==> config.mk <==
export PLATFORM = sky130hd
export DESIGN_NAME = alu_chunk_sequencer
export DESIGN_NICKNAME = d
export VERILOG_FILES = /design/src/rtl/alu_pkg.sv /design/src/rtl/alu_slice.sv /design/src/rtl/alu_chunk_sequencer.sv
export SDC_FILE = /design/constraint.sdc
export NUM_CORES = 1
export LEC_CHECK = 0
export BUFFER_PORTS_ARGS = -buffer_cell sky130_fd_sc_hd__buf_2
export CAP_MARGIN = 30
export CORE_MARGIN = 1
export CORE_UTILIZATION = 55
export DETAILED_ROUTE_END_ITERATION = 6
export PLACE_DENSITY_LB_ADDON = 0.2
export SLEW_MARGIN = 20
export SYNTH_ARGS = -nofsm -noshare
export SYNTH_HDL_FRONTEND = slang
export SYNTH_SLANG_ARGS = --single-unit
==> constraint.sdc <==
create_clock -name clk -period 3 [get_ports clk]
set_input_delay 0.3 -clock clk [delete_from_list [all_inputs] [get_ports clk]]
set_output_delay 0.3 -clock clk [all_outputs]
set_load 0.01 [all_outputs]
==> src/rtl/alu_pkg.sv <==
// alu_pkg: opcode and state encodings shared by the chunked ALU sequencer and its slice.
package alu_pkg;

    typedef enum logic [2:0] {
        OP_ADD = 3'b000,
        OP_SUB = 3'b001,
        OP_AND = 3'b010,
        OP_OR  = 3'b011,
        OP_XOR = 3'b100
    } alu_op_t;

    typedef enum logic [1:0] {
        IDLE = 2'd0,
        EXEC = 2'd1,
        DONE = 2'd2
    } state_t;

    function automatic logic is_arith(input logic [2:0] op);
        return (op == OP_ADD) || (op == OP_SUB);
    endfunction

    function automatic logic is_legal(input logic [2:0] op);
        return op <= 3'(OP_XOR);
    endfunction

endpackage

==> src/rtl/alu_slice.sv <==
// alu_slice: combinational narrow ALU slice with carry chaining.
// Owns the SUB inversion of b and zeroes its output for reserved opcodes.
module alu_slice
    import alu_pkg::*;
#(
    parameter int W = 4
) (
    input  logic [W-1:0] a,
    input  logic [W-1:0] b,
    input  logic [2:0]   op,
    input  logic         cin,
    output logic [W-1:0] y,
    output logic         cout
);

    logic [W-1:0] beff;
    logic [W:0]   sum;

    always_comb begin
        beff = (op == OP_SUB) ? ~b : b;
        sum  = {1'b0, a} + {1'b0, beff} + {{W{1'b0}}, cin};
        y    = is_arith(op)    ? sum[W-1:0] :
               (op == OP_AND)  ? (a & b)    :
               (op == OP_OR)   ? (a | b)    :
               (op == OP_XOR)  ? (a ^ b)    : '0;
        cout = is_arith(op) & sum[W];
    end

endmodule

==> src/rtl/alu_chunk_sequencer.sv <==
// alu_chunk_sequencer: runs a wide ALU op through one narrow slice, LSB chunk first,
// with valid/ready handshakes toward issue logic and the register-file write port.
module alu_chunk_sequencer
    import alu_pkg::*;
#(
    parameter int CHUNK_W    = 4,
    parameter int NUM_CHUNKS = 4
) (
    input  logic                          clk,
    input  logic                          rst_n,
    input  logic                          in_valid,
    output logic                          in_ready,
    input  logic [2:0]                    in_op,
    input  logic [CHUNK_W*NUM_CHUNKS-1:0] in_a,
    input  logic [CHUNK_W*NUM_CHUNKS-1:0] in_b,
    output logic                          out_valid,
    input  logic                          out_ready,
    output logic [CHUNK_W*NUM_CHUNKS-1:0] out_result,
    output logic                          out_n,
    output logic                          out_z,
    output logic                          out_c,
    output logic                          out_v,
    output logic                          out_err
);

    localparam int W  = CHUNK_W * NUM_CHUNKS;
    localparam int IW = (NUM_CHUNKS > 1) ? $clog2(NUM_CHUNKS) : 1;

    state_t             state;
    logic [2:0]         op;
    logic [W-1:0]       a;
    logic [W-1:0]       b;
    logic [W-1:0]       res;
    logic [IW-1:0]      idx;
    logic               carry;
    logic               zacc;
    logic               n;
    logic               z;
    logic               c;
    logic               v;
    logic               err;
    logic [CHUNK_W-1:0] y;
    logic               cout;
    logic               cin;
    logic               last;
    logic               y_zero;
    logic               a_msb;
    logic               be_msb;
    logic               y_msb;

    assign cin    = (idx == '0) ? (op == OP_SUB) : carry;
    assign last   = idx == IW'(NUM_CHUNKS - 1);
    assign y_zero = y == '0;
    // On the final chunk the low slices of the shift registers hold the operand MSBs.
    assign a_msb  = a[CHUNK_W-1];
    assign be_msb = b[CHUNK_W-1] ^ (op == OP_SUB);
    assign y_msb  = y[CHUNK_W-1];

    alu_slice #(.W(CHUNK_W)) u_slice (
        .a    (a[CHUNK_W-1:0]),
        .b    (b[CHUNK_W-1:0]),
        .op   (op),
        .cin  (cin),
        .y    (y),
        .cout (cout)
    );

    always_ff @(posedge clk or negedge rst_n) begin
        if (!rst_n) begin
            state <= IDLE;
            op    <= '0;
            a     <= '0;
            b     <= '0;
            res   <= '0;
            idx   <= '0;
            carry <= 1'b0;
            zacc  <= 1'b0;
            n     <= 1'b0;
            z     <= 1'b0;
            c     <= 1'b0;
            v     <= 1'b0;
            err   <= 1'b0;
        end else begin
            case (state)
                IDLE: if (in_valid) begin
                    op    <= in_op;
                    a     <= in_a;
                    b     <= in_b;
                    idx   <= '0;
                    zacc  <= 1'b1;
                    state <= EXEC;
                end
                EXEC: begin
                    a     <= a >> CHUNK_W;
                    b     <= b >> CHUNK_W;
                    res   <= {y, res[W-1:CHUNK_W]};
                    carry <= cout;
                    zacc  <= zacc & y_zero;
                    idx   <= idx + 1'b1;
                    if (last) begin
                        n     <= is_arith(op) & y_msb;
                        z     <= is_legal(op) & zacc & y_zero;
                        c     <= cout;
                        v     <= is_arith(op) & (a_msb == be_msb) & (y_msb != a_msb);
                        err   <= ~is_legal(op);
                        state <= DONE;
                    end
                end
                DONE: if (out_ready) state <= IDLE;
                default: state <= IDLE;
            endcase
        end
    end

    // Result and flags are masked outside DONE so a partial result is never visible.
    assign in_ready   = state == IDLE;
    assign out_valid  = state == DONE;
    assign out_result = out_valid ? res : '0;
    assign out_n      = out_valid & n;
    assign out_z      = out_valid & z;
    assign out_c      = out_valid & c;
    assign out_v      = out_valid & v;
    assign out_err    = out_valid & err;

endmodule

==> impl_results.md <==
* Number of inserted filler cells in the final layout at between 400 and 500
* Mean post-synth cell area at between 9 and 10 sq um
* Initial core utilization at between 50% and 60%
* Worst-path maximum fanout at 6
* Number of DRC violations after detailed-routing iteration 0 at ~160
* Detailed Route WL at 6710 microns
* Clock insertion delay at the later pin of the skew report at about 0.34 ns
* Cells after Synth at between 300 and 400
* Final Skew at around 0.0069 ns
* N_diodes at 0
* Maximum clock path buffer count at 2
* Final worst hold slack at 0.170 ns
* First-pass GRT wire length at approximately 11000 microns
* Synthesized area at 0.00322 sq mm
* Number of global-route vias before repair at 2474
* Normalized max-slew margin at between 50% and 60%
* Post-detailed-placement half-perimeter wirelength at ~4700 microns
* Synthesized net count at 399
* Reported max-cap violation count at 0
* DRC violations left at 0
* Required time of the critical path at roughly 3.3 ns
* Transition time at the pin with the least slew margin at around 0.7 ns
* Floorplan core area at between 0.005 and 0.006 sq mm
* Setup slack of the worst register-to-register path at approximately 0.25 ns
* Number of antenna violations at the first check in global routing at 0
* Kind of end point of the critical path: register
* Final setup viols at 0
* FF+latch count, synth at 62
* Port Buffer Count at 61
* Cell leakage power at between 0.0015 and 0.002 uW
* Proportion of netlist area held by the largest area contributor at around 48%
* CTS tree: built
* Final Max Tran Viols at 0
* Cells along the critical path: nor2_2 -> and2_2 -> mux2_2 -> fa_1 -> inv_1 -> fa_1 -> xor2_1 -> a21oi_1 -> a311oi_1 -> nand4_1 -> a21oi_1
* Chip Width at ~79 microns
* RSZ-0062 raised after global routing: false
* Worst min-delay path class: primary input to register
* Number of H-tree levels at 3
* Worst hold path stage count at 3
* Vias per cell at around 5.3
* I/O pin count at a little over 60
* Vertical die dimension at just under 80 microns
* Accumulated negative setup slack at 0 ns
* Post-CTS Setup Bufs at 0
* Startpoint of the worst hold path: in_b[15]
* Data arrival time of the critical path at about 3 ns
* Fraction of the cycle the final worst path needs at ~90%
* Most frequently used cell type in the post-synthesis netlist: nand2_1
* Die area at slightly above 0.006 sq mm
* Run status: finished, final reports clean
* Top_reg_cell synth: dfrtp_1
* Number of synthesized flops with an enable pin at 0
* TritonCTS Sinks at 62
* CP peak stage delay at 0.49 ns
* FF-to-FF End: zacc
* Per-cell routed wire length at around 14 microns
* Post-synth top cells: nand2_1 (97), dfrtp_1 (62), and2_1 (23)
* Ys Warns at 0
* Cell accounting for the most synthesized area: dfrtp_1
* Count of cell types in the netlist at 41
* Length in cells of the worst reg-to-reg path at 11
* Top cells by area in the synthesized netlist: dfrtp_1 (48%), nand2_1 (11%), ha_1 (5.4%)
* Proportion of layout cells with a drive suffix above 1 at between 20% and 30%
* Capture endpoint of the worst hold path: b[15]
* Final number of hold-violating endpoints at 0
* Async set-or-reset flop fraction in the synthesized netlist at between 90% and 100%
* Post-layout min period at 2.75 ns
* Root Buffer Master: clkbuf_8
* Number of rows in the core area at 27
* Ratio of total power to cell area at between 1000 and 1500 mW/mm^2
* Remaining antenna violation count at 0
* Worst path top cell family by delay: adder cells
* Clock-pin transition on the worst setup and hold timing paths at roughly 0.07 ns
* Launch point of the worst reg-to-reg path: op[1]
* Cell with the biggest individual delay on the critical path: dfrtp_1
* Timing-limited maximum frequency at between 300 and 400 MHz
* Via count at around 2600
* Number of nets in the layout at 460
* GR Overflow Total at 0
* Part of the Yosys area used for sequential elements at around half
* Number of buffers created by CTS at 9
* Number of buffer and inverter stages on the critical path at 1
* WS Path Type: register to register
* VDD IR max at approximately 0.63 mV
* Placer's final routability congestion estimate at 0.918
* Kind of launch point of the worst setup path: register
* Pin count of the biggest net entering global routing at 43
* Detailed Routing Iterations Pass 1 at 4
* Overall routing resource usage at between 20 and 25%
* P&R area growth vs syn at 16.7%
==> logic make-up after synthesis <==
logic type	count (synthesis)	synth area share (%)
adders and majority gates	16	6.68
xor gates and xnor gates	7	1.90
buffers and inverters	34	4.97
muxes	5	1.75
AOI/OAI and AO/OA	62	13.8
and+or+nand+nor	158	22.8
DFF	62	48.1
==> cell usage in the layout, fill, tap and decap left out, drive strengths merged, types with 3 or more instances in the layout <==
cell and n:
nor2 11, inv 13, a221o 8, a21oi 7, nor2b 3, a22oi 16
clkinv 4, nor3 8, nand2 97, mux2 5, xnor2 5, o21ai 18
nand2b 8, clkbuf 11, a31oi 3, and2 23, ha 14, dfrtp 62
buf 70
==> worst max path at each step <==
stage | slack, ns | start | cells past startpoint | endpoint
2_1_floorplan | 0.48 | op[2] | 13 | zacc
3_3_place_gp | 0.34 | op[1] | 11 | zacc
3_5_place_dp | 0.22 | op[1] | 11 | zacc
4_1_cts | 0.14 | op[1] | 11 | zacc
5_1_grt | 0.05 | op[1] | 11 | zacc
6_report | 0.25 | op[1] | 11 | zacc
==> per-layer routing <==
layer  GRT usage [%]  part of all wire [%]  vias up
li1                -                     -     1276
met1            31.6                    45     1196
met2            38.1                    48       76
met3            5.47                   4.5       17
met4            10.9                   2.6        0
met5               0                     0        -
==> power by group <==
part	switching (uW)	total [uW]	internal, uW
Combinational	1240	2090	857
Clock	314	629	315
Sequential	244	1460	1220
==> layout make-up <==
class	count	area, sq um	share of cell area (%)
Timing Repair Buffer	71	383	10.2
Clock buffer	11	141	3.76
Tap cell	72	90.1	2.39
Multi-Input combinational cell	248	1520	40.5
Sequential cell	62	1550	41.2
Inverter	13	48.8	1.30
Clock inverter	4	23.8	0.632
==> worst reg2reg max path, delay by kind of cell, from the launching register on <==
kind,cells,cell delay [ns]
muxes,1,0.29
AOI/OAI and AO/OA,3,0.51
and+or+nand+nor,3,0.51
adders and majority gates,2,0.59
xor gates and xnor gates,1,0.19
buffers and inverters,1,0.09
DFF,1,0.49
==> what timing repair did <==
item | CTS | global route
setup endpoints to repair | 0 | 2
hold endpoints to repair | 4 | 0
resized for setup | 0 | 2
hold buffers | 1 | 0
==> through the flow <==
step	util [%]	setup WS, ns	cell area, sq um	total power, uW	cells
2_1_floorplan	-	0.479	3220	3060	344
3_3_place_gp	64.3	0.341	3580	3470	465
3_5_place_dp	64.3	0.220	3580	3560	465
4_1_cts	67.4	0.142	3760	4210	481
5_1_grt	67.5	0.0460	3760	4570	481
6_report	67.5	0.246	3760	4190	481
==> flip-flops by register name, indices dropped and copies added, names as in the netlist, 2 cells and up <==
register / flops
op: 3
b: 16
res: 16
state: 2
a: 16
idx: 2
Note: power is estimated with default switching activity, not from simulation.
